==> src/rtl/fifo_arb_pkg.sv <==
// Shared types and width helpers for the FIFO write-port arbiter.
package fifo_arb_pkg;

    typedef enum logic {
        IDLE  = 1'b0,
        BURST = 1'b1
    } arb_state_e;

    // Owner index width: max(1, clog2(n)).
    function automatic int unsigned id_width(input int unsigned n);
        return (n <= 2) ? 1 : $clog2(n);
    endfunction

    // Beat counter width: max(1, clog2(m)).
    function automatic int unsigned cnt_width(input int unsigned m);
        return (m <= 2) ? 1 : $clog2(m);
    endfunction

endpackage

==> src/rtl/fifo_wr_arbiter_rr_pick.sv <==
// Combinational round-robin priority encoder: first set request strictly after last_owner_i, wrapping.
module rr_pick #(
    parameter int unsigned NUM_REQ = 4,
    parameter int unsigned IDW     = 2
) (
    input  logic [NUM_REQ-1:0] req_i,
    input  logic [IDW-1:0]     last_owner_i,
    output logic [IDW-1:0]     pick_o,
    output logic               any_o
);

    localparam int unsigned SW = IDW + 1;

    logic [2*NUM_REQ-1:0] dbl;
    logic [NUM_REQ-1:0]   rot;
    logic [SW-1:0]        start;
    logic [SW-1:0]        sum;
    logic                 found;

    // Rotate the doubled request vector so the search origin lands at bit 0, then take the lowest set bit.
    always_comb begin
        start = SW'(last_owner_i) + SW'(1);
        if (start >= SW'(NUM_REQ)) begin
            start = '0;
        end
        dbl    = {req_i, req_i};
        rot    = NUM_REQ'(dbl >> start);
        any_o  = |req_i;
        pick_o = '0;
        found  = 1'b0;
        sum    = '0;
        for (int unsigned k = 0; k < NUM_REQ; k++) begin
            if (!found && rot[k]) begin
                sum = start + SW'(k);
                if (sum >= SW'(NUM_REQ)) begin
                    sum = sum - SW'(NUM_REQ);
                end
                pick_o = IDW'(sum);
                found  = 1'b1;
            end
        end
    end

endmodule

==> src/rtl/fifo_wr_arbiter.sv <==
// Round-robin burst arbiter sharing one FIFO write port among NUM_REQ valid/ready requesters.
module fifo_wr_arbiter
    import fifo_arb_pkg::*;
#(
    parameter int unsigned NUM_REQ    = 4,
    parameter int unsigned DATA_WIDTH = 8,
    parameter int unsigned MAX_BURST  = 4,
    localparam int unsigned IDW       = id_width(NUM_REQ),
    localparam int unsigned CW        = cnt_width(MAX_BURST)
) (
    input  logic                          clk,
    input  logic                          rst,
    input  logic [NUM_REQ-1:0]            req_valid,
    input  logic [NUM_REQ*DATA_WIDTH-1:0] req_data,
    output logic [NUM_REQ-1:0]            req_ready,
    input  logic                          fifo_full,
    output logic                          fifo_wr_en,
    output logic [DATA_WIDTH-1:0]         fifo_wr_data,
    output logic [IDW-1:0]                grant_id,
    output logic                          busy
);

    arb_state_e            state_q, state_d;
    logic [IDW-1:0]        owner_q, owner_d;
    logic [IDW-1:0]        last_q, last_d;
    logic [CW-1:0]         cnt_q, cnt_d;
    logic [IDW-1:0]        pick;
    logic                  any_req;
    logic                  own_valid;
    logic [DATA_WIDTH-1:0] own_data;
    logic                  accept;

    rr_pick #(
        .NUM_REQ (NUM_REQ),
        .IDW     (IDW)
    ) u_rr_pick (
        .req_i        (req_valid),
        .last_owner_i (last_q),
        .pick_o       (pick),
        .any_o        (any_req)
    );

    // State, owner, round-robin pointer and beat counter registers.
    always_ff @(posedge clk or negedge rst) begin
        if (!rst) begin
            state_q <= IDLE;
            owner_q <= '0;
            last_q  <= IDW'(NUM_REQ - 1);
            cnt_q   <= '0;
        end else begin
            state_q <= state_d;
            owner_q <= owner_d;
            last_q  <= last_d;
            cnt_q   <= cnt_d;
        end
    end

    // Next-state and handshake outputs; beats are written to the FIFO in the same cycle they are accepted.
    always_comb begin
        state_d      = state_q;
        owner_d      = owner_q;
        last_d       = last_q;
        cnt_d        = cnt_q;
        req_ready    = '0;
        fifo_wr_en   = 1'b0;
        fifo_wr_data = '0;
        own_valid    = 1'b0;
        own_data     = '0;
        accept       = 1'b0;

        for (int unsigned i = 0; i < NUM_REQ; i++) begin
            if (owner_q == IDW'(i)) begin
                own_valid = req_valid[i];
                own_data  = req_data[i*DATA_WIDTH +: DATA_WIDTH];
                if (state_q == BURST) begin
                    req_ready[i] = ~fifo_full;
                end
            end
        end

        case (state_q)
            IDLE: begin
                if (any_req) begin
                    owner_d = pick;
                    cnt_d   = '0;
                    state_d = BURST;
                end
            end
            BURST: begin
                accept     = own_valid & ~fifo_full;
                fifo_wr_en = accept;
                if (accept) begin
                    fifo_wr_data = own_data;
                    if (cnt_q == CW'(MAX_BURST - 1)) begin
                        state_d = IDLE;
                        last_d  = owner_q;
                    end else begin
                        cnt_d = cnt_q + CW'(1);
                    end
                end else if (!own_valid) begin
                    state_d = IDLE;
                    last_d  = owner_q;
                end
            end
            default: state_d = IDLE;
        endcase
    end

    assign grant_id = owner_q;
    assign busy     = (state_q == BURST);

endmodule

==> config.mk <==
export PLATFORM = sky130hd
export DESIGN_NAME = fifo_wr_arbiter
export DESIGN_NICKNAME = d
export VERILOG_FILES = /design/src/rtl/fifo_arb_pkg.sv /design/src/rtl/fifo_wr_arbiter_rr_pick.sv /design/src/rtl/fifo_wr_arbiter.sv
export SDC_FILE = /design/constraint.sdc
export NUM_CORES = 1
export LEC_CHECK = 0
export ABC_AREA = 1
export CORE_AREA = 4 4 63 48
export DETAILED_ROUTE_END_ITERATION = 6
export DIE_AREA = 0 0 67 52
export GPL_TIMING_DRIVEN = 0
export PLACE_DENSITY = 0.81
export SYNTH_ARGS = -nofsm -noshare
export SYNTH_HDL_FRONTEND = slang
export SYNTH_SLANG_ARGS = --single-unit
export TNS_END_PERCENT = 100
==> constraint.sdc <==
create_clock -name clk -period 3.2 [get_ports clk]
set_input_delay 0.96 -clock clk [delete_from_list [all_inputs] [get_ports clk]]
set_output_delay 0.96 -clock clk [all_outputs]
set_load 0.05 [all_outputs]
==> metrics.cfg, run 1 <==
[sta]
post-route-min-period_ns = 3.14
period_share_pct = 98.2
worst_slew_pin_slew_ns = 0.517
final-setup-viol-count = 0
hold_viol = 0
max_freq_mhz = 318
max-slew-margin-rel_pct = 65.4
maxSlewViolCount = 0
finClkSkew_ns = 0.00557
finalSetupTns_ns = 0
fin_ws_ns = 0.0582

[clock_network]
clk_latency_ns = 0.25
clkTransAtPathRegs_ns = 0.05
clock_sinks = 7
cts_tree = yes
h-tree-depth = 1
hold_buffers = 0
numCtsBuffers = 3
cts_root_buf = clkbuf_4
clockBufferDepth = 2

[finish]
design_area_um2 = 1570
syn2layout_area_growth_pct = 70.5
antenna_cells = 0
fin_nets = 264
nFillCells = 216
drive_gt1_share_pct = 22.1

[power]
p_seq_share_pct = 11.7
cellPowerDensity_nw_per_um2 = 999
switching_power_uw = 949
ir_drop_uv = 489
power_uw = 1570
swShare_pct = 60.5
pwr-share-clk_pct = 5.1
pwr-share-comb_pct = 83.2
p_leak_uw = 0.000754
p_int_uw = 618

[worst_setup_path]
path_class = in2out
critPathMaxFanout = 5
endpoint_kind = output port
arrival_ns = 2.18
startpoint_type = input pin
required_ns = 2.24

[yosys]
syn-cell-area_um2 = 920
synth_top_family_by_area = simple AND/OR/NAND/NOR gates
synth-compound-area-share_pct = 18.6
synth_common_cells = nand2_1, nand3_1, nor2_1
synthFlopType = dfrtp_1
synth_top_area_share_pct = 19.2
synth_cell_types = 27
synth-simple-area-share_pct = 46.4
ys_seq_elements = 7
synth-xor-area-share_pct = 0.952
ys_seq_area_share_pct = 19.3
synth_area_leader_cell = nand2_1
syn_area_per_cell_um2 = 5.68
yosys.area_share.adder_pct = 2.72
synthArstFlopShare_pct = 100
yosys_warnings = 0
synth_edf_count = 0
muxShareOfSynthArea_pct = 0
synthCells = 162
synth_most_common_cell = nand2_1
syn-num-nets = 203
synthTopCellsByArea = nand2_1, dfrtp_1, nand3_1

[place]
gp_congestion = 0.808
pre_cts_slack_ns = -0.883
placed_cell_area_um2 = 1510
dpl.hpwl_um = 2660
io_buffers = 54

[floorplan]
dieArea_um2 = 3480
chipWidth_um = 67
io-pin-count = 55
die_y_um = 52
start_util_pct = 38.6
core-area_um2 = 2380
rows = 15

[flow_run]
max_cap_violations = 0

[routing]
drtAntennaViolNets = 0
wl_um = 3550
drt_iter0_drc = 76
drc = 0
post_drt_wl_per_cell_um = 13.9
vias_per_cell = 5.21
route.vias.total = 1334
dr.pass1.iters = 4

[global_routing]
antenna_found_initial = 0
grt_overflow_total = 0
grt_pass1_vias = 1133
grt_max_degree = 11
track_usage_pct = 20.0
grt_pass1_wl_um = 5360

[min_path]
hold_class = reg2reg

[status]
outcome = finished, final reports clean

==> power by group through the flow <==
stage	registers, uW	logic (uW)	clock network [uW]
2_1_floorplan	239	821	0
3_3_place_gp	178	1180	0
3_5_place_dp	180	1220	0
4_1_cts	180	1240	81.3
5_1_grt	190	1430	88.6
6_report	183	1300	79.8
==> worst paths after layout <==
check | start | to | slack, ns | depth (start not counted)
worst min register to register | cnt_q[0] | cnt_q[0] | 0.50 | 1
worst min-delay path | cnt_q[0] | cnt_q[0] | 0.50 | 1
worst max register to register | last_q[0] | grant_id[1] | 1.48 | 11
max in group asynchronous | rst | last_q[0] | 1.94 | 1
worst max-delay path | fifo_full | req_ready[1] | 0.06 | 5
min in group asynchronous | rst | busy | 0.97 | 1
==> layout make-up <==
type | count | area, um2 | area share (%)
buffer | 6 | 38.8 | 2.47
clock buffer | 4 | 26.3 | 1.68
inverter | 18 | 71.3 | 4.55
multi-input combinational | 132 | 703 | 44.9
sequential | 7 | 178 | 11.3
tap | 34 | 42.5 | 2.71
timing repair buffer | 55 | 508 | 32.4
==> critical path, cell delays in order <==
cell and delay, ns:
clkdlybuf4s50_1 0.44, nor2_4 0.22, inv_1 0.15, nor3_2 0.14, clkbuf_4 0.26
==> what timing repair did <==
action                                  CTS  global route
cloned                                    1             0
pin swaps                                 2             5
endpoints found under the setup margin   13            13
buffers inserted                          1             0
gates resized for setup                  88            14
==> through the flow <==
step	instances	hold WS (ns)	utilization, %
final	256	0.501	65.8
after global routing	256	0.531	65.8
after floorplan	162	0.453	-
after detailed placement	250	0.485	63.3
after global placement	250	0.471	63.3
after CTS	256	0.494	64.0
==> layer usage <==
layer	track usage (%)	wire, um	vias up
met5	0	0	-
met4	4.38	74	0
met3	5.18	311	8
met2	32.3	1700	63
met1	26.7	1460	604
li1	-	-	659
==> state kept, by name (all words and copies together) (netlist names) <==
name      cells
busy          1
cnt_q         2
grant_id      2
last_q        2
==> placed cells by master (no fill, tap or decap) <==
master,instances
dlygate4sd2_1,3
buf_6,4
nor2_4,1
inv_4,1
a21oi_2,1
a211oi_2,1
nor2_2,2
o22ai_1,1
buf_2,8
nand4_1,2
clkbuf_4,4
o211ai_1,1
o211ai_2,1
inv_1,12
o21a_1,1
clkdlybuf4s50_1,37
nor2_1,15
nand2_2,5
o21ai_1,4
ha_1,2
dfstp_2,2
inv_2,4
a21oi_1,3
nand2_4,2
o21ai_4,1
clkbuf_2,1
nand3_1,24
clkbuf_1,1
o21ai_0,14
a211oi_4,2
nand2_1,47
buf_4,7
xor2_1,1
nor3_2,1
dfrtp_1,5
clkinv_2,1
==> cells by family after synthesis <==
kind of cell	after synthesis
and+or+nand+nor	98
AOI/OAI and AO/OA	30
buffers and inverters	24
DFF	7
adders and majority gates	2
xor gates and xnor gates	1
Power figures use the tool's default switching activity.
==> inputs of run 2 (changes only) <==
GPL_TIMING_DRIVEN = default   (was 0)
==> run 2 against run 1 <==
  * Die area is the same
  * Combinational power grew 14%
  * Sequential power grew 23%
  * Register-to-register slack lost 0.23 ns
  * Worst setup slack lost 0.012 ns
  * Flip-flop and latch count is the same
  * Clock-buffer cell count is the same
  * Sequential share of layout area shrank 1.5 points
  * Largest power group unchanged
==> metrics.cfg, run 2 (synthesis gave the netlist of run 1 again) <==
[status]
outcome = finished, final reports clean

[floorplan]
rows = 15  ; unchanged
core-area_um2 = 2380  ; unchanged
die_y_um = 52  ; unchanged
chipWidth_um = 67  ; unchanged
start_util_pct = 38.6  ; unchanged
io-pin-count = 55  ; unchanged
dieArea_um2 = 3480  ; unchanged

[global_routing]
track_usage_pct = 23.7  ; +3.7 points
grt_pass1_wl_um = 6310  ; +18%
grt_max_degree = 16  ; +5
grt_pass1_vias = 1396  ; +23%
antenna_found_initial = 0  ; unchanged
grt_overflow_total = 0  ; unchanged

[worst_setup_path]
regToRegSetupSlack_ns = 1.25  ; -0.23 ns
required_ns = 2.24  ; about the same
cpPeakStageDelay_ns = 0.24  ; -0.20 ns
timing.critical_path.slowest_stage_cell = dlygate4sd2_1
startpoint_type = input pin
r2r-start = last_q[0]
cp-endpoint = fifo_wr_en
endpoint_kind = output port
rr_endpoint = grant_id[1]
path_class = in2out
path_buf_inv = 6  ; +3
setup.worst_path.start = req_valid[1]
critPathMaxFanout = 6  ; +1
cp_top_family = buffers and inverters
ff2ff_path_depth = 9  ; -2
path_depth = 10  ; +5
arrival_ns = 2.19  ; about the same
worstPathCellList = dlygate4sd2_1 > inv_2 > o21ai_2 > o211ai_2 > nand2_2 > nand2_4 > buf_4 > buf_4 > inv_2 > buf_12

[power]
p_leak_uw = 0.000852  ; +13%
cellPowerDensity_nw_per_um2 = 976  ; -2.3%
ir_drop_uv = 714  ; +46%
power_uw = 1780  ; +14%

[clock_network]
clk_latency_ns = 0.25  ; about the same
clkTransAtPathRegs_ns = 0.05  ; about the same
cts_tree = yes
numCtsBuffers = 3  ; unchanged
clockBufferDepth = 2  ; unchanged
cts_root_buf = clkbuf_4
h-tree-depth = 1  ; unchanged
clock_sinks = 7  ; unchanged

[finish]
nFillCells = 179  ; -17%
design_area_um2 = 1830  ; +17%
instances_no_fill = 266  ; +3.9%
final_cell_mix = nand2_1, clkdlybuf4s50_1, nand3_1
antenna_cells = 0  ; unchanged
syn2layout_area_growth_pct = 98.6
layout_commonest_cell = nand2_1
fin_nets = 274  ; +3.8%
utilization_pct = 76.6  ; +11 points
drive_gt1_share_pct = 25.9  ; +3.8 points

[routing]
dr.pass1.iters = 4  ; unchanged
drt_iter0_drc = 131  ; +72%
drtAntennaViolNets = 0  ; unchanged
drc = 0  ; unchanged
post_drt_wl_per_cell_um = 15.3  ; +10%
route.vias.total = 1398  ; +4.8%
vias_per_cell = 5.26  ; +0.86%
wl_um = 4060  ; +14%

[place]
dpl.hpwl_um = 3060  ; +15%
dp_cells = 258  ; +3.2%
pre_cts_slack_ns = -0.271  ; +0.612 ns
placed_cell_area_um2 = 1700  ; +13%
io_buffers = 54  ; unchanged
gp_congestion = 0.862  ; +6.7%

[sta]
hold_viol = 0  ; unchanged
post-route-min-period_ns = 3.15  ; +0.0119 ns
fin_ws_ns = 0.0463  ; -0.0119 ns
finClkSkew_ns = 0.00173  ; -0.00383 ns
max_freq_mhz = 317  ; -0.38%
max-slew-margin-rel_pct = 65.0  ; -0.40 points
maxSlewViolCount = 0  ; unchanged
period_share_pct = 98.6  ; +0.37 points
final-setup-viol-count = 0  ; unchanged
worst_slew_pin_slew_ns = 0.523  ; +0.00591 ns

[min_path]
min_path_cells = 1  ; unchanged
hold_class = reg2reg

[flow_run]
max_cap_violations = 0  ; unchanged

==> run 2: final cells by class <==
cell class	count	area (um2)	area share, %
Timing Repair Buffer	72	808	44.2
Multi-Input combinational cell	131	699	38.3
Sequential cell	7	179	9.79
Inverter	18	71.3	3.90
Tap cell	34	42.5	2.33
Clock buffer	4	26.3	1.44
==> run 2: power breakdown <==
part / switching [uW] / internal (uW)
sequential: 82.8 / 142
combinational: 892 / 586
clock: 32.7 / 47.6
total: 1010 / 776
==> run 2: through the flow <==
stage          hold slack (ns)  TNS [ns]
3_3_place_gp             0.470     -1.22
3_5_place_dp             0.486     -1.67
6_report                 0.499         0
5_1_grt                  0.504   -0.0128
2_1_floorplan            0.453     -1.03
4_1_cts                  0.493         0
==> run 2: timing repair <==
action | in CTS | in global routing
pin swaps | 3 | 4
endpoints found under the setup margin | 9 | 8
resized for setup | 17 | 5
buffers inserted | 4 | 0
hold buffers | 0 | 0
==> run 2: per-layer routing <==
layer | share of wire, % | track usage [%]
met2 | 49 | 39.6
met1 | 43 | 30.4
met3 | 5.9 | 4.32
met4 | 2.2 | 8.42
met5 | 0 | 0
==> run 2: worst min path at each step <==
stage,from,to
6_report,cnt_q[0],cnt_q[0]
5_1_grt,cnt_q[0],cnt_q[0]
4_1_cts,cnt_q[0],cnt_q[0]
3_5_place_dp,cnt_q[0],cnt_q[0]
3_3_place_gp,cnt_q[0],cnt_q[0]
2_1_floorplan,cnt_q[0],cnt_q[0]
==> inputs of run 3 (changes only) <==
CELL_PAD_IN_SITES_DETAIL_PLACEMENT = 1   (was default)
CELL_PAD_IN_SITES_GLOBAL_PLACEMENT = 2   (was default)
CORE_AREA = 4 4 91 67   (was 4 4 63 48)
DIE_AREA = 0 0 95 71   (was 0 0 67 52)
PLACE_DENSITY = default   (was 0.81)
PLACE_DENSITY_LB_ADDON = 0.1   (was default)
==> run 3 against run 2 <==
  * Via count is 5.0% lower
  * Global-route usage down 10 points
  * Power up 0.47%
  * Flip-flop and latch count unchanged
  * Core utilization down 41 points
  * Wire length grew 9.3%
  * Die area increased by 94%
==> metrics.cfg, run 3 (synthesis gave the netlist of run 1 again) <==
[worst_setup_path]
ff2ff_path_depth = 9  ; unchanged
path_class = in2out
rr_endpoint = grant_id[1]
startpoint_type = input pin
required_ns = 2.24  ; about the same
r2r-start = last_q[0]
arrival_ns = 2.15  ; -0.04 ns
critPathMaxFanout = 5  ; -1
regToRegSetupSlack_ns = 1.28  ; +0.03 ns
endpoint_kind = output port

[floorplan]
die_y_um = 71  ; +37%
rows = 22  ; +7
chipWidth_um = 95  ; +42%
start_util_pct = 17.8  ; -21 points
io-pin-count = 55  ; unchanged
dieArea_um2 = 6750  ; +94%
core-area_um2 = 5170  ; +120%

[routing]
wl_um = 4440  ; +9.3%
post_drt_wl_per_cell_um = 14.6  ; -4.1%
vias_per_cell = 4.38  ; -17%
route.vias.total = 1328  ; -5.0%
drc = 0  ; unchanged
drtAntennaViolNets = 0  ; unchanged
drt_iter0_drc = 32  ; -76%
dr.pass1.iters = 4  ; unchanged

[global_routing]
grt_pass1_vias = 1369  ; -1.9%
grt_pass1_wl_um = 7140  ; +13%
antenna_found_initial = 0  ; unchanged
grt_overflow_total = 0  ; unchanged
track_usage_pct = 13.3  ; -10 points
grt_max_degree = 16  ; unchanged

[place]
io_buffers = 54  ; unchanged
placed_cell_area_um2 = 1760  ; +3.2%
dpl.hpwl_um = 3590  ; +17%
gp_congestion = 0.759  ; -12%

[clock_network]
cts_root_buf = clkbuf_8
clockBufferDepth = 2  ; unchanged
clkTransAtPathRegs_ns = 0.04  ; about the same
h-tree-depth = 1  ; unchanged
hold_buffers = 0  ; unchanged
cts_tree = yes
numCtsBuffers = 3  ; unchanged
clk_latency_ns = 0.23  ; -0.02 ns
clock_sinks = 7  ; unchanged

[sta]
max-slew-margin-rel_pct = 62.9  ; -2.1 points
period_share_pct = 97.2  ; -1.4 points
final-setup-viol-count = 0  ; unchanged
max_freq_mhz = 322  ; +1.4%
holdWs_ns = 0.500  ; +0.00168 ns
finClkSkew_ns = 0.00199  ; +0.000254 ns
maxSlewViolCount = 0  ; unchanged
hold_viol = 0  ; unchanged
grt_setup_unrepaired = true
worst_slew_pin_slew_ns = 0.557  ; +0.0337 ns
post-route-min-period_ns = 3.11  ; -0.0440 ns

[status]
outcome = finished, final reports clean

[power]
p_int_uw = 792  ; +2.1%
pwr-share-clk_pct = 7.1  ; +2.6 points
p_seq_share_pct = 13.6  ; +1.0 points
switching_power_uw = 1000  ; -0.77%
swShare_pct = 55.8  ; -0.70 points
p_leak_uw = 0.000852  ; about the same
pwr-share-comb_pct = 79.3  ; -3.6 points
ir_drop_uv = 410  ; -43%
cellPowerDensity_nw_per_um2 = 968  ; -0.89%

[flow_run]
max_cap_violations = 0  ; unchanged

[finish]
layout_commonest_cell = nand2_1
drive_gt1_share_pct = 24.7  ; -1.2 points
syn2layout_area_growth_pct = 101
final_cell_mix = nand2_1, clkdlybuf4s50_1, nand3_1
design_area_um2 = 1850  ; +1.4%
fin_nets = 273  ; -0.36%
antenna_cells = 0  ; unchanged

[min_path]
hold_path_end = cnt_q[0]
hp-start = cnt_q[0]
hold_class = reg2reg
min_path_cells = 1  ; unchanged

-- run 3: power groups by stage --
stage	combinational [uW]	sequential [uW]	clock, uW
finish	1420	245	126
global route	1560	261	140
CTS	1410	246	132
detailed placement	1370	247	0
global placement	1350	243	0
floorplan	821	239	0
-- run 3: repair_timing --
item / CTS / global route
resized for setup: 8 / 11
setup buffers: 0 / 1
endpoints found under the setup margin: 9 / 9
gates cloned: 1 / 0
pin swaps: 3 / 5
-- run 3: how the worst max path moves through the flow --
| stage | startpoint | end | slack [ns] |
|---|---|---|---|
| after global placement | req_valid[1] | fifo_wr_data[5] | -0.22 |
| after detailed placement | req_valid[1] | fifo_wr_data[5] | -0.26 |
| after CTS | req_valid[1] | fifo_wr_data[6] | 0.02 |
| final | req_valid[2] | fifo_wr_data[6] | 0.09 |
| after floorplan | req_valid[1] | fifo_wr_data[4] | -0.34 |
| after global routing | req_valid[2] | fifo_wr_data[6] | -0.02 |
-- run 3: critical path, stage by stage --
cell and delay (ns):
dlygate4sd2_1 0.23, inv_1 0.07, nand2_1 0.08, o211ai_2 0.10
nand2_2 0.16, nand2_8 0.09, a211oi_2 0.19, buf_4 0.15
buf_12 0.12
-- run 3: final cells by class --
cell class / instances / area (um2)
Inverter: 18 / 71.3
Timing Repair Buffer: 70 / 788
Tap cell: 72 / 90.1
Fill cell: 671 / 3320
Sequential cell: 7 / 179
Multi-Input combinational cell: 132 / 678
Clock buffer: 4 / 45.0
-- run 3: per-stage QoR --
step	setup slack [ns]	power [uW]	utilization [%]	setup TNS [ns]	instances
floorplan	-0.344	1060	-	-1.03	162
global placement	-0.222	1590	34.0	-1.57	297
detailed placement	-0.261	1620	34.0	-1.84	297
CTS	0.0179	1790	35.3	0	302
global route	-0.0221	1960	35.8	-0.0221	303
finish	0.0903	1790	35.8	0	303
-- run 3: routing by layer --
layer	up-vias	wire length, um	track usage (%)
met5	-	0	0
met1	622	2280	20.4
met3	4	208	2.02
met2	32	1920	19.2
met4	0	24	2.88
li1	670	-	-
